$ cat config.mk
export PLATFORM = sky130hd
export DESIGN_NAME = fifo_clk_scheduler_flat
export DESIGN_NICKNAME = d
export VERILOG_FILES = /design/src/rtl/fifo_clk_scheduler_if.sv /design/src/rtl/fifo_clk_scheduler.sv /design/src/flat_wrapper.sv
export SDC_FILE = /design/constraint.sdc
export NUM_CORES = 1
export LEC_CHECK = 0
export ABC_AREA = 1
export CAP_MARGIN = 0
export CORE_ASPECT_RATIO = 1.5
export CORE_MARGIN = 2
export CORE_UTILIZATION = 48
export CTS_CLUSTER_DIAMETER = 120
export CTS_CLUSTER_SIZE = 12
export DETAILED_ROUTE_END_ITERATION = 10
export PLACE_DENSITY = 0.86
export SYNTH_ARGS = -nofsm -noshare
export SYNTH_HDL_FRONTEND = slang
export SYNTH_SLANG_ARGS = --single-unit
$ cat constraint.sdc
create_clock -name clk -period 2.75 [get_ports clk]
set_input_delay 0.4125 -clock clk [delete_from_list [all_inputs] [get_ports clk]]
set_output_delay 0.4125 -clock clk [all_outputs]
set_load 0.02 [all_outputs]
$ cat src/rtl/fifo_clk_scheduler_if.sv
// Bundle between the instruction FIFO, the scheduler and the execution unit.
//   fifo_counter  FIFO occupancy
//   data_empty    FIFO empty flag
//   data_full     FIFO full flag
//   data_out      FIFO read data, valid the cycle after rd_en
//   rd_en         FIFO pop request, single-cycle pulse
//   ex_valid      instruction offered to the execution unit
//   ex_instr      instruction held for the execution unit
//   ex_ready      execution unit accepts ex_instr
//   select        divider select: 00 gated, 01 div4, 10 div2, 11 div1
//   busy          scheduler is not idle
// master = scheduler side, slave = FIFO/execution-unit/divider side.
interface fifo_clk_scheduler_if #(
    parameter int DW = 12,
    parameter int CW = 8
);
    logic [CW-1:0] fifo_counter;
    logic          data_empty;
    logic          data_full;
    logic [DW-1:0] data_out;
    logic          rd_en;
    logic          ex_valid;
    logic [DW-1:0] ex_instr;
    logic          ex_ready;
    logic [1:0]    select;
    logic          busy;

    modport master (
        input  fifo_counter, data_empty, data_full, data_out, ex_ready,
        output rd_en, ex_valid, ex_instr, select, busy
    );

    modport slave (
        output fifo_counter, data_empty, data_full, data_out, ex_ready,
        input  rd_en, ex_valid, ex_instr, select, busy
    );
endinterface

$ cat src/rtl/fifo_clk_scheduler.sv
// Pops the instruction FIFO one entry at a time, hands each instruction to
// the execution unit over a valid/ready handshake, and picks the divider
// rate from FIFO occupancy with hysteresis and idle clock gating.
// Ports:
//   clk   system clock, rising edge
//   rst   asynchronous reset, active-low
//   bus   fifo_clk_scheduler_if.master (FIFO, execution unit, divider select)
module fifo_clk_scheduler #(
    parameter int DW      = 12,
    parameter int CW      = 8,
    parameter int HI_TH   = 6,
    parameter int LO_TH   = 2,
    parameter int HOLD    = 4,
    parameter int IDLE_TO = 16
) (
    input logic                  clk,
    input logic                  rst,
    fifo_clk_scheduler_if.master bus
);
    localparam int HW = $clog2(HOLD + 1);
    localparam int IW = $clog2(IDLE_TO + 1);
    localparam logic [HW-1:0] HOLD_MAX = HW'(HOLD - 1);
    localparam logic [IW-1:0] IDLE_MAX = IW'(IDLE_TO);
    localparam logic [CW-1:0] HI_LVL   = CW'(HI_TH);
    localparam logic [CW-1:0] LO_LVL   = CW'(LO_TH);

    typedef enum logic [1:0] {IDLE, POP, CAPT, ISSUE} state_t;

    state_t        state;
    state_t        state_nxt;
    logic          rd_en;
    logic          busy;
    logic          ex_valid;
    logic [DW-1:0] ex_instr;
    logic [1:0]    sel;
    logic [1:0]    sel_nxt;
    logic [1:0]    target;
    logic [HW-1:0] hold_cnt;
    logic [IW-1:0] idle_cnt;

    // State register
    always_ff @(posedge clk or negedge rst) begin
        if (!rst) state <= IDLE;
        else      state <= state_nxt;
    end

    // Next-state logic
    always_comb begin
        state_nxt = state;
        unique case (state)
            IDLE:  if (!bus.data_empty) state_nxt = POP;
            POP:   state_nxt = bus.data_empty ? IDLE : CAPT;
            CAPT:  state_nxt = ISSUE;
            ISSUE: if (ex_valid && bus.ex_ready)
                       state_nxt = bus.data_empty ? IDLE : POP;
            default: state_nxt = IDLE;
        endcase
    end

    // FSM outputs; the pop is suppressed if the FIFO empties while in POP
    always_comb begin
        rd_en = (state == POP) && !bus.data_empty;
        busy  = (state != IDLE);
    end

    // Instruction hand-over register
    always_ff @(posedge clk or negedge rst) begin
        if (!rst) begin
            ex_valid <= 1'b0;
            ex_instr <= '0;
        end else if (state == CAPT) begin
            ex_valid <= 1'b1;
            ex_instr <= bus.data_out;
        end else if (state == ISSUE && ex_valid && bus.ex_ready) begin
            ex_valid <= 1'b0;
        end
    end

    // Consecutive empty cycles spent in IDLE, saturating
    always_ff @(posedge clk or negedge rst) begin
        if (!rst)                               idle_cnt <= '0;
        else if (state != IDLE || !bus.data_empty) idle_cnt <= '0;
        else if (idle_cnt != IDLE_MAX)          idle_cnt <= idle_cnt + 1'b1;
    end

    // Rate target; gating is only possible from IDLE, so select never
    // reaches 00 while busy
    always_comb begin
        if (state == IDLE && bus.data_empty && idle_cnt == IDLE_MAX)
            target = 2'b00;
        else if (bus.fifo_counter >= HI_LVL || bus.data_full)
            target = 2'b11;
        else if (bus.fifo_counter > LO_LVL)
            target = 2'b10;
        else
            target = 2'b01;
    end

    // Full and wake-from-gated bypass the hold interval; otherwise step one
    // level toward the target once the hold counter has saturated
    always_comb begin
        sel_nxt = sel;
        if (bus.data_full)
            sel_nxt = 2'b11;
        else if (sel == 2'b00 && !bus.data_empty)
            sel_nxt = 2'b01;
        else if (hold_cnt == HOLD_MAX && sel != target)
            sel_nxt = (target > sel) ? sel + 2'd1 : sel - 2'd1;
    end

    always_ff @(posedge clk or negedge rst) begin
        if (!rst) begin
            sel      <= 2'b01;
            hold_cnt <= '0;
        end else begin
            sel <= sel_nxt;
            if (sel_nxt != sel)          hold_cnt <= '0;
            else if (hold_cnt != HOLD_MAX) hold_cnt <= hold_cnt + 1'b1;
        end
    end

    assign bus.rd_en    = rd_en;
    assign bus.busy     = busy;
    assign bus.ex_valid = ex_valid;
    assign bus.ex_instr = ex_instr;
    assign bus.select   = sel;
endmodule
$ cat src/flat_wrapper.sv
// flat-port wrapper written by rule: the top's interface ports become plain ports
module fifo_clk_scheduler_flat 
#(
    parameter int DW      = 12,
    parameter int CW      = 8,
    parameter int HI_TH   = 6,
    parameter int LO_TH   = 2,
    parameter int HOLD    = 4,
    parameter int IDLE_TO = 16
)
  (clk, rst, bus_fifo_counter, bus_data_empty, bus_data_full, bus_data_out, bus_ex_ready, bus_rd_en, bus_ex_valid, bus_ex_instr, bus_select, bus_busy);
  fifo_clk_scheduler_if #(.DW(DW), .CW(CW)) bus_i ();
  input logic clk;
  input logic rst;
  input wire logic [$bits(bus_i.fifo_counter)-1:0] bus_fifo_counter;
  input wire logic [$bits(bus_i.data_empty)-1:0] bus_data_empty;
  input wire logic [$bits(bus_i.data_full)-1:0] bus_data_full;
  input wire logic [$bits(bus_i.data_out)-1:0] bus_data_out;
  input wire logic [$bits(bus_i.ex_ready)-1:0] bus_ex_ready;
  output wire logic [$bits(bus_i.rd_en)-1:0] bus_rd_en;
  output wire logic [$bits(bus_i.ex_valid)-1:0] bus_ex_valid;
  output wire logic [$bits(bus_i.ex_instr)-1:0] bus_ex_instr;
  output wire logic [$bits(bus_i.select)-1:0] bus_select;
  output wire logic [$bits(bus_i.busy)-1:0] bus_busy;
  assign bus_i.fifo_counter = bus_fifo_counter;
  assign bus_i.data_empty = bus_data_empty;
  assign bus_i.data_full = bus_data_full;
  assign bus_i.data_out = bus_data_out;
  assign bus_i.ex_ready = bus_ex_ready;
  assign bus_rd_en = bus_i.rd_en;
  assign bus_ex_valid = bus_i.ex_valid;
  assign bus_ex_instr = bus_i.ex_instr;
  assign bus_select = bus_i.select;
  assign bus_busy = bus_i.busy;
  fifo_clk_scheduler #(.DW(DW), .CW(CW), .HI_TH(HI_TH), .LO_TH(LO_TH), .HOLD(HOLD), .IDLE_TO(IDLE_TO)) u_core (.clk(clk), .rst(rst), .bus(bus_i));
endmodule
==> results.md, run 1 <==
| Parameter | Reported |
| --- | --- |
| # nets final | 197 |
| Final design area excluding fillers | 1715 sq um |
| Register bit total from synthesis | 25 |
| CP peak stage delay | 0.63 ns |
| First-pass GRT wire length | 4595 microns |
| Result of the run | finished, final reports clean |
| Placed Area | 1689 sq um |
| Die boundary height | 66.56 microns |
| Commonest non-fill, non-tap cells in the layout | sky130_fd_sc_hd__clkdlybuf4s50_1, sky130_fd_sc_hd__dfrtp_1, sky130_fd_sc_hd__nand2_1, sky130_fd_sc_hd__inv_1, sky130_fd_sc_hd__nor2_1 |
| Arrival time at the worst endpoint | 1.86 ns |
| List of cells traversed by the critical path | clkdlybuf4s50_1 -> inv_1 -> nand2_1 -> nor2_1 -> clkdlybuf4s50_1 |
| Max-slew headroom at the worst pin | 74.03% |
| DR DRC count | 0 |
| Post-route clock period utilization | 82.80% |
| Area of the core region | 2477 sq um |
| Port-buffer cells | 41 |
| Sum of net half-perimeters after detailed placement | 2160 microns |
| Post-CTS Setup Inserts | 0 |
| Final sum of negative setup slack | 0 ns |
| Total inserted antenna cells | 0 |
| Final hold viol count | 0 |
| Inserted Clock Buffers | 3 |
| Worst endpoint required time | 2.34 ns |
| Highest clock rate | 439.2 MHz |
| Cell-internal power | 1.010 mW |
| Peak ir drop on the vdd network | 713.4 uV |
| Switch share | 36.23% |
| Slew at the pin closest to its max-slew limit | 0.3881 ns |
| Area taken by multi-input logic gates | 561.8 sq um |
| Most common cell after layout, fill and taps aside | sky130_fd_sc_hd__clkdlybuf4s50_1 |
| Clk Latency, worst-skew pair | 0.31 ns |
| Register share of total power | 38.1% |
| Max stage delay cell, worst path | sky130_fd_sc_hd__clkdlybuf4s50_1 |
| Max-slew violation count | 0 |
| Skew final | 0.004645 ns |
| Proportion of synthesized chip area in sequential cells | 50.05% |
| Final setup fails | 0 |
| Net count after synthesis | 151 |
| # clock sinks | 25 |
| Number of global-route vias before repair | 1,136 |
| Post-route ant nets | 0 |
| Cells after synthesis | 120 |
| Time the worst path needs with I/O delays and setup | 2.277 ns |
| Overall fraction of global-route tracks in use | 20.58% |
| Hold_ws | 0.4352 ns |
| First-pass iteration count of the detailed router | 4 |
| Yosys synthesis warning count | 0 |
| Top-level I/O count | 42 |
| Routed vias | 1,031 |
| Starting density of the core | 50.56% |
| Switching power | 0.5739 mW |
| Worst hold path type | in -> async |
| TritonCTS clock tree | done |
| Number of antenna violations at the first check in global routing | 0 |
| Filler Cell Count | 169 |
| Count of cells along the worst register-to-register path | 12 |
| Endpoint type of the worst setup path | output pin |
| Iteration-0 DRC count of the detailed router | 23 |
| Critical path type | in -> out |
| Share of post-route cells with drive strength above 1 | 13.33% |
| Synthesized area | 1252 sq um |
| Yosys cell types | 23 |
| Leakage | 0.8049 nW |
| Proportion of power drawn by the clock network | 10.0% |
| Maximum fanout along the worst path | 5 |
| Maximum level of the CTS H-tree | 1 |
| Post-DR wirelength/cell | 14.24 microns |
| Power density over cell area | 923.3 nW/um^2 |
| Total of hold buffers inserted after clock tree synthesis | 0 |
| Avg Inst Size Synth | 10.44 sq um |
| Sum of overflow across all layers after global routing | 0 |
| Footprint of the flip-flops and latches | 626.9 sq um |
| CTS-repair resized insts | 0 |
| Via/cell ratio | 5.455 |
| Critical Path Start Type | primary input |
| Count of maximum capacitance violations | 0 |
| Overall routed net length | 2692 microns |
| Clock input transition at the sequential cells of the worst setup and hold paths | 0.13 ns |
| Chip width | 45.71 microns |
| Logic gate share of total power | 51.9% |
| Die area | 3042 sq um |
| Maximum number of pins on one net before global-route repair | 26 |
| Layout-stage area growth over the synthesis result | 36.96% |
| RSZ-0062 raised after global routing | false |
| Placement row count | 22 |
| Clock root cell | sky130_fd_sc_hd__clkbuf_4 |
| Routability-driven placement congestion ratio | 0.8461 |
| Clk buf depth | 2 |
| Most frequent CP cell | sky130_fd_sc_hd__clkdlybuf4s50_1 |
==> registers in the layout, summed over array words and instances (netlist names), named ones only <==
register,flops
u_core.bus.select,2
u_core.hold_cnt,3
u_core.idle_cnt,5
u_core.bus.ex_valid,1
u_core.bus.ex_instr,12
u_core.state,1
==> cell families (layout without fill, tap and decap cells) <==
logic type / after synthesis / count (layout) / synth area share, %
DFF: 25 / 25 / 50.05
and+or+nand+nor: 41 / 41 / 14.89
muxes: 13 / 13 / 14.29
adders and majority gates: 6 / 6 / 5.994
AOI/OAI and AO/OA: 17 / 17 / 7.593
buffers and inverters: 15 / 60 / 5.095
xor gates and xnor gates: 3 / 3 / 2.098
==> power groups by stage <==
stage | Combinational [mW] | Sequential, mW | Clock, mW
2_1_floorplan | 0.394 | 0.716 | 0
3_3_place_gp | 0.801 | 0.599 | 0
3_5_place_dp | 0.830 | 0.610 | 0
4_1_cts | 0.833 | 0.605 | 0.167
5_1_grt | 0.893 | 0.623 | 0.178
6_report | 0.821 | 0.604 | 0.158
==> critical path, delay by kind of cell <==
kind,cells,cell delay (ns)
simple gates,2,0.23
buf+inv,3,1.22
==> worst paths after layout <==
path | startpoint | end | slack [ns]
max in group asynchronous | rst | u_core.bus.select[0] | 2.02
min in group clk | u_core.bus.ex_instr[5] | u_core.bus.ex_instr[5] | 0.53
setup / recovery | bus_data_empty | bus_rd_en | 0.47
hold / removal | rst | u_core.bus.ex_instr[7] | 0.44
setup reg to reg | u_core.state[0] | u_core.bus.select[1] | 0.58
hold reg to reg | u_core.bus.ex_instr[5] | u_core.bus.ex_instr[5] | 0.53
==> routing by layer <==
metal,wire (microns),track usage (%),vias to the layer above
met3,210,4.336,11
met1,1037,23.01,473
met4,80,9.643,0
met5,0,0,-
met2,1364,35.74,54
li1,-,-,493
==> area by class of cell <==
type | count | share of cell area (%)
Clock buffer | 4 | 1.532
Inverter | 14 | 3.063
Multi-Input combinational cell | 80 | 32.75
Sequential cell | 25 | 36.54
Tap cell | 24 | 1.751
Timing Repair Buffer | 42 | 24.36
==> synthesized netlist by cell type (all sizes together) <==
cell type	instances	area, sq um
a211oi	1	7.510
a21oi	6	30.03
buf	1	11.26
dfrtp	24	600.6
dfstp	1	26.28
ha	6	75.07
inv	14	52.55
mux2	12	168.9
mux2i	1	10.01
nand2	17	68.81
nand3	8	40.04
nand4	3	18.77
nor2	12	52.55
o211ai	1	7.510
o21a	1	7.510
o21ai	7	35.03
o31ai	1	7.510
or2	1	6.260
xor2	3	26.28
==> stage by stage <==
stage	setup slack [ns]	power, mW	cells	util [%]
after floorplan	0.7750	1.110	120	-
after global placement	0.3525	1.400	185	68.18
after detailed placement	0.1916	1.440	185	68.18
after CTS	0.4755	1.605	189	69.24
after global routing	0.3633	1.695	189	69.24
final	0.4729	1.584	189	69.24
(Power assumes the default switching activity.)
==> run 2, diff against run 1 <==
--- a/config.mk
+++ b/config.mk
@@ -9,11 +9,11 @@
 export CAP_MARGIN = 0
 export CORE_ASPECT_RATIO = 1.5
 export CORE_MARGIN = 2
-export CORE_UTILIZATION = 48
+export CORE_UTILIZATION = 40
 export CTS_CLUSTER_DIAMETER = 120
 export CTS_CLUSTER_SIZE = 12
 export DETAILED_ROUTE_END_ITERATION = 10
-export PLACE_DENSITY = 0.86
+export PLACE_DENSITY = 0.76
 export SYNTH_ARGS = -nofsm -noshare
 export SYNTH_HDL_FRONTEND = slang
 export SYNTH_SLANG_ARGS = --single-unit
==> constraint.sdc (replaced) <==
create_clock -name clk -period 1.8 [get_ports clk]
set_input_delay 0.27 -clock clk [delete_from_list [all_inputs] [get_ports clk]]
set_output_delay 0.27 -clock clk [all_outputs]
set_load 0.02 [all_outputs]
==> results.md, run 2 (same netlist as run 1, synthesis figures left out) <==
| Parameter | Reported | vs previous |
| --- | --- | --- |
| Result of the run | complete, but fails checks | was finished, final reports clean |
| Failing checks | setup timing |  |
| Arrival time at the worst endpoint | 2.09 ns | was 1.86 ns |
| Total inserted antenna cells | 0 | unchanged |
| Placement row count | 24 | was 22 |
| Die boundary height | 72.53 microns | was 66.56 microns |
| Post-route ant nets | 0 | unchanged |
| Final hold viol count | 0 | unchanged |
| Area of the core region | 2943 sq um | was 2477 sq um |
| Total power after layout | 2.771 mW | was 1.584 mW |
| Routed vias | 1,133 | was 1,031 |
| Time the worst path needs with I/O delays and setup | 1.930 ns |  |
| Slew at the pin closest to its max-slew limit | 0.3938 ns | was 0.3881 ns |
| Placed Area | 1815 sq um | was 1689 sq um |
| Port-buffer cells | 41 | unchanged |
| Critical Path Start Type | primary input | unchanged |
| Worst hold path type | in -> async | unchanged |
| Count of maximum capacitance violations | 0 | unchanged |
| Overall routed net length | 3372 microns | was 2692 microns |
| Endpoint type of the worst setup path | flip-flop | was output pin |
| Worst setup slack after layout | -0.1298 ns | was 0.4729 ns |
| TritonCTS clock tree | done | unchanged |
| Most common cell after layout, fill and taps aside | sky130_fd_sc_hd__clkdlybuf4s50_1 | unchanged |
| Critical path type | in -> reg | was in -> out |
| Layout-stage area growth over the synthesis result | 62.84% | was 36.96% |
| Clock root cell | sky130_fd_sc_hd__clkbuf_8 | was sky130_fd_sc_hd__clkbuf_4 |
| Registers with the most flip-flops | u_core.bus.ex_instr x12, u_core.idle_cnt x5, u_core.hold_cnt x3 | unchanged |
| Final core area utilization | 69.30% | was 69.24% |
| Via/cell ratio | 4.969 | was 5.455 |
| # clock sinks | 25 | unchanged |
| Peak ir drop on the vdd network | 947.7 uV | was 713.4 uV |
| Clk buf depth | 2 | unchanged |
| Largest register by flop count | u_core.bus.ex_instr | unchanged |
| Power density over cell area | 1359 nW/um^2 | was 923.3 nW/um^2 |
| Largest register FFs | 12 | unchanged |
| Final setup fails | 4 | was 0 |
| Starting density of the core | 42.56% | was 50.56% |
| Maximum level of the CTS H-tree | 1 | unchanged |
| Max-slew headroom at the worst pin | 73.65% | was 74.03% |
| Clk Latency, worst-skew pair | 0.26 ns | was 0.31 ns |
| Post-DR wirelength/cell | 14.79 microns | was 14.24 microns |
| Chip width | 49.69 microns | was 45.71 microns |
| Number of antenna violations at the first check in global routing | 0 | unchanged |
| RSZ-0062 raised after global routing | true | was false |
| Maximum number of pins on one net before global-route repair | 26 | unchanged |
| Iteration-0 DRC count of the detailed router | 9 | was 23 |
| Maximum fanout along the worst path | 3 | was 5 |
| Overall fraction of global-route tracks in use | 18.35% | was 20.58% |
| Final sum of negative setup slack | -0.4837 ns | was 0 ns |
| Total of hold buffers inserted after clock tree synthesis | 0 | unchanged |
| DR DRC count | 0 | unchanged |
| Skew final | 0.002772 ns | was 0.004645 ns |
| First-pass iteration count of the detailed router | 4 | unchanged |
| Sum of net half-perimeters after detailed placement | 2296 microns | was 2160 microns |
| Max-slew violation count | 0 | unchanged |
| Clock input transition at the sequential cells of the worst setup and hold paths | 0.08 ns | was 0.13 ns |
| Commonest non-fill, non-tap cells in the layout | sky130_fd_sc_hd__clkdlybuf4s50_1, sky130_fd_sc_hd__buf_4, sky130_fd_sc_hd__dfrtp_1, sky130_fd_sc_hd__mux2_4 | was sky130_fd_sc_hd__clkdlybuf4s50_1, sky130_fd_sc_hd__dfrtp_1, sky130_fd_sc_hd__nand2_1, sky130_fd_sc_hd__inv_1, sky130_fd_sc_hd__nor2_1 |
| Routability-driven placement congestion ratio | 0.7689 | was 0.8461 |
| Inserted Clock Buffers | 3 | unchanged |
| Final design area excluding fillers | 2039 sq um | was 1715 sq um |
| Leakage | 0.9865 nW | was 0.8049 nW |
| Post-Place Setup Slack | -0.4183 ns | was 0.1916 ns |
| Filler Cell Count | 238 | was 169 |
| Post-route clock period utilization | 107.2% |  |
| Sum of overflow across all layers after global routing | 0 | unchanged |
| # nets final | 221 | was 197 |
| Die area | 3604 sq um | was 3042 sq um |
| Worst endpoint required time | 1.96 ns | was 2.34 ns |
| First-pass GRT wire length | 5147 microns | was 4595 microns |
| Number of global-route vias before repair | 1,220 | was 1,136 |
| Share of post-route cells with drive strength above 1 | 36.51% | was 13.33% |
| Top-level I/O count | 42 | unchanged |
| Highest clock rate | 518.2 MHz |  |
[run 2: changes by cell type in the layout (fill, tap and decap cells not counted), sizes merged]
cell and change:
buf +24, clkdlybuf4s50 -6, dlygate4sd2 +2, dlymetal6s2s +4
[run 2: area by class of cell]
class	instances	area [sq um]	area share (%)
clock buffers	4	45.04	2.209
well taps	39	48.80	2.393
flip-flops and latches	25	626.9	30.74
multi-input cells	80	660.6	32.39
repair buffers	66	605.6	29.69
inverters	14	52.55	2.577
[run 2: layer usage]
layer | vias up | share of wire [%] | GRT usage (%) | routed length, microns
li1 | 541 | - | - | -
met1 | 544 | 37 | 19.11 | 1257
met2 | 38 | 55 | 34.67 | 1853
met3 | 10 | 5.1 | 3.498 | 172
met4 | 0 | 2.6 | 8.642 | 89
met5 | - | 0 | 0 | 0
[run 2: what timing repair did]
item / 4_1_cts / 5_1_grt
hold endpoints to repair: 0 / 0
pin swaps: 9 / 6
resized for setup: 7 / 27
setup buffers: 7 / 4
endpoints found under the setup margin: 5 / 5
[run 2: critical path, stage by stage]
cell and delay, ns:
sky130_fd_sc_hd__clkdlybuf4s50_1 0.44, sky130_fd_sc_hd__inv_1 0.12, sky130_fd_sc_hd__nand4_1 0.13, sky130_fd_sc_hd__o21a_1 0.24, sky130_fd_sc_hd__ha_4 0.29, sky130_fd_sc_hd__nand2_4 0.05
sky130_fd_sc_hd__nand2_2 0.05, sky130_fd_sc_hd__nand2_2 0.04, sky130_fd_sc_hd__nand2_2 0.08, sky130_fd_sc_hd__nand3_2 0.07, sky130_fd_sc_hd__nand2_2 0.08, sky130_fd_sc_hd__nand2_2 0.07
sky130_fd_sc_hd__nand2_4 0.10, sky130_fd_sc_hd__nor2_1 0.05
[run 2: worst paths after layout]
check,start,end,slack [ns],cells after the start
max in group asynchronous,rst,u_core.bus.select[0],1.16,2
worst max register to register,u_core.state[0],u_core.hold_cnt[2],-0.12,15
worst max-delay path,bus_data_full,u_core.hold_cnt[2],-0.13,14
worst min-delay path,rst,u_core.idle_cnt[0],0.35,2
worst min register to register,u_core.bus.ex_instr[11],u_core.bus.ex_instr[11],0.51,1
min in group clk,u_core.bus.ex_instr[11],u_core.bus.ex_instr[11],0.51,1
[run 2: stage by stage]
stage | hold slack (ns) | instances
floorplan | -0.02559 | 120
global route | 0.3826 | 228
global placement | 0.4887 | 213
finish | 0.3531 | 228
CTS | 0.3632 | 224
detailed placement | 0.4918 | 213
[run 2: power by group]
group,internal (mW),switching [mW]
clock network,0.158,0.165
registers,0.783,0.127
logic,0.854,0.684
total,1.79,0.977
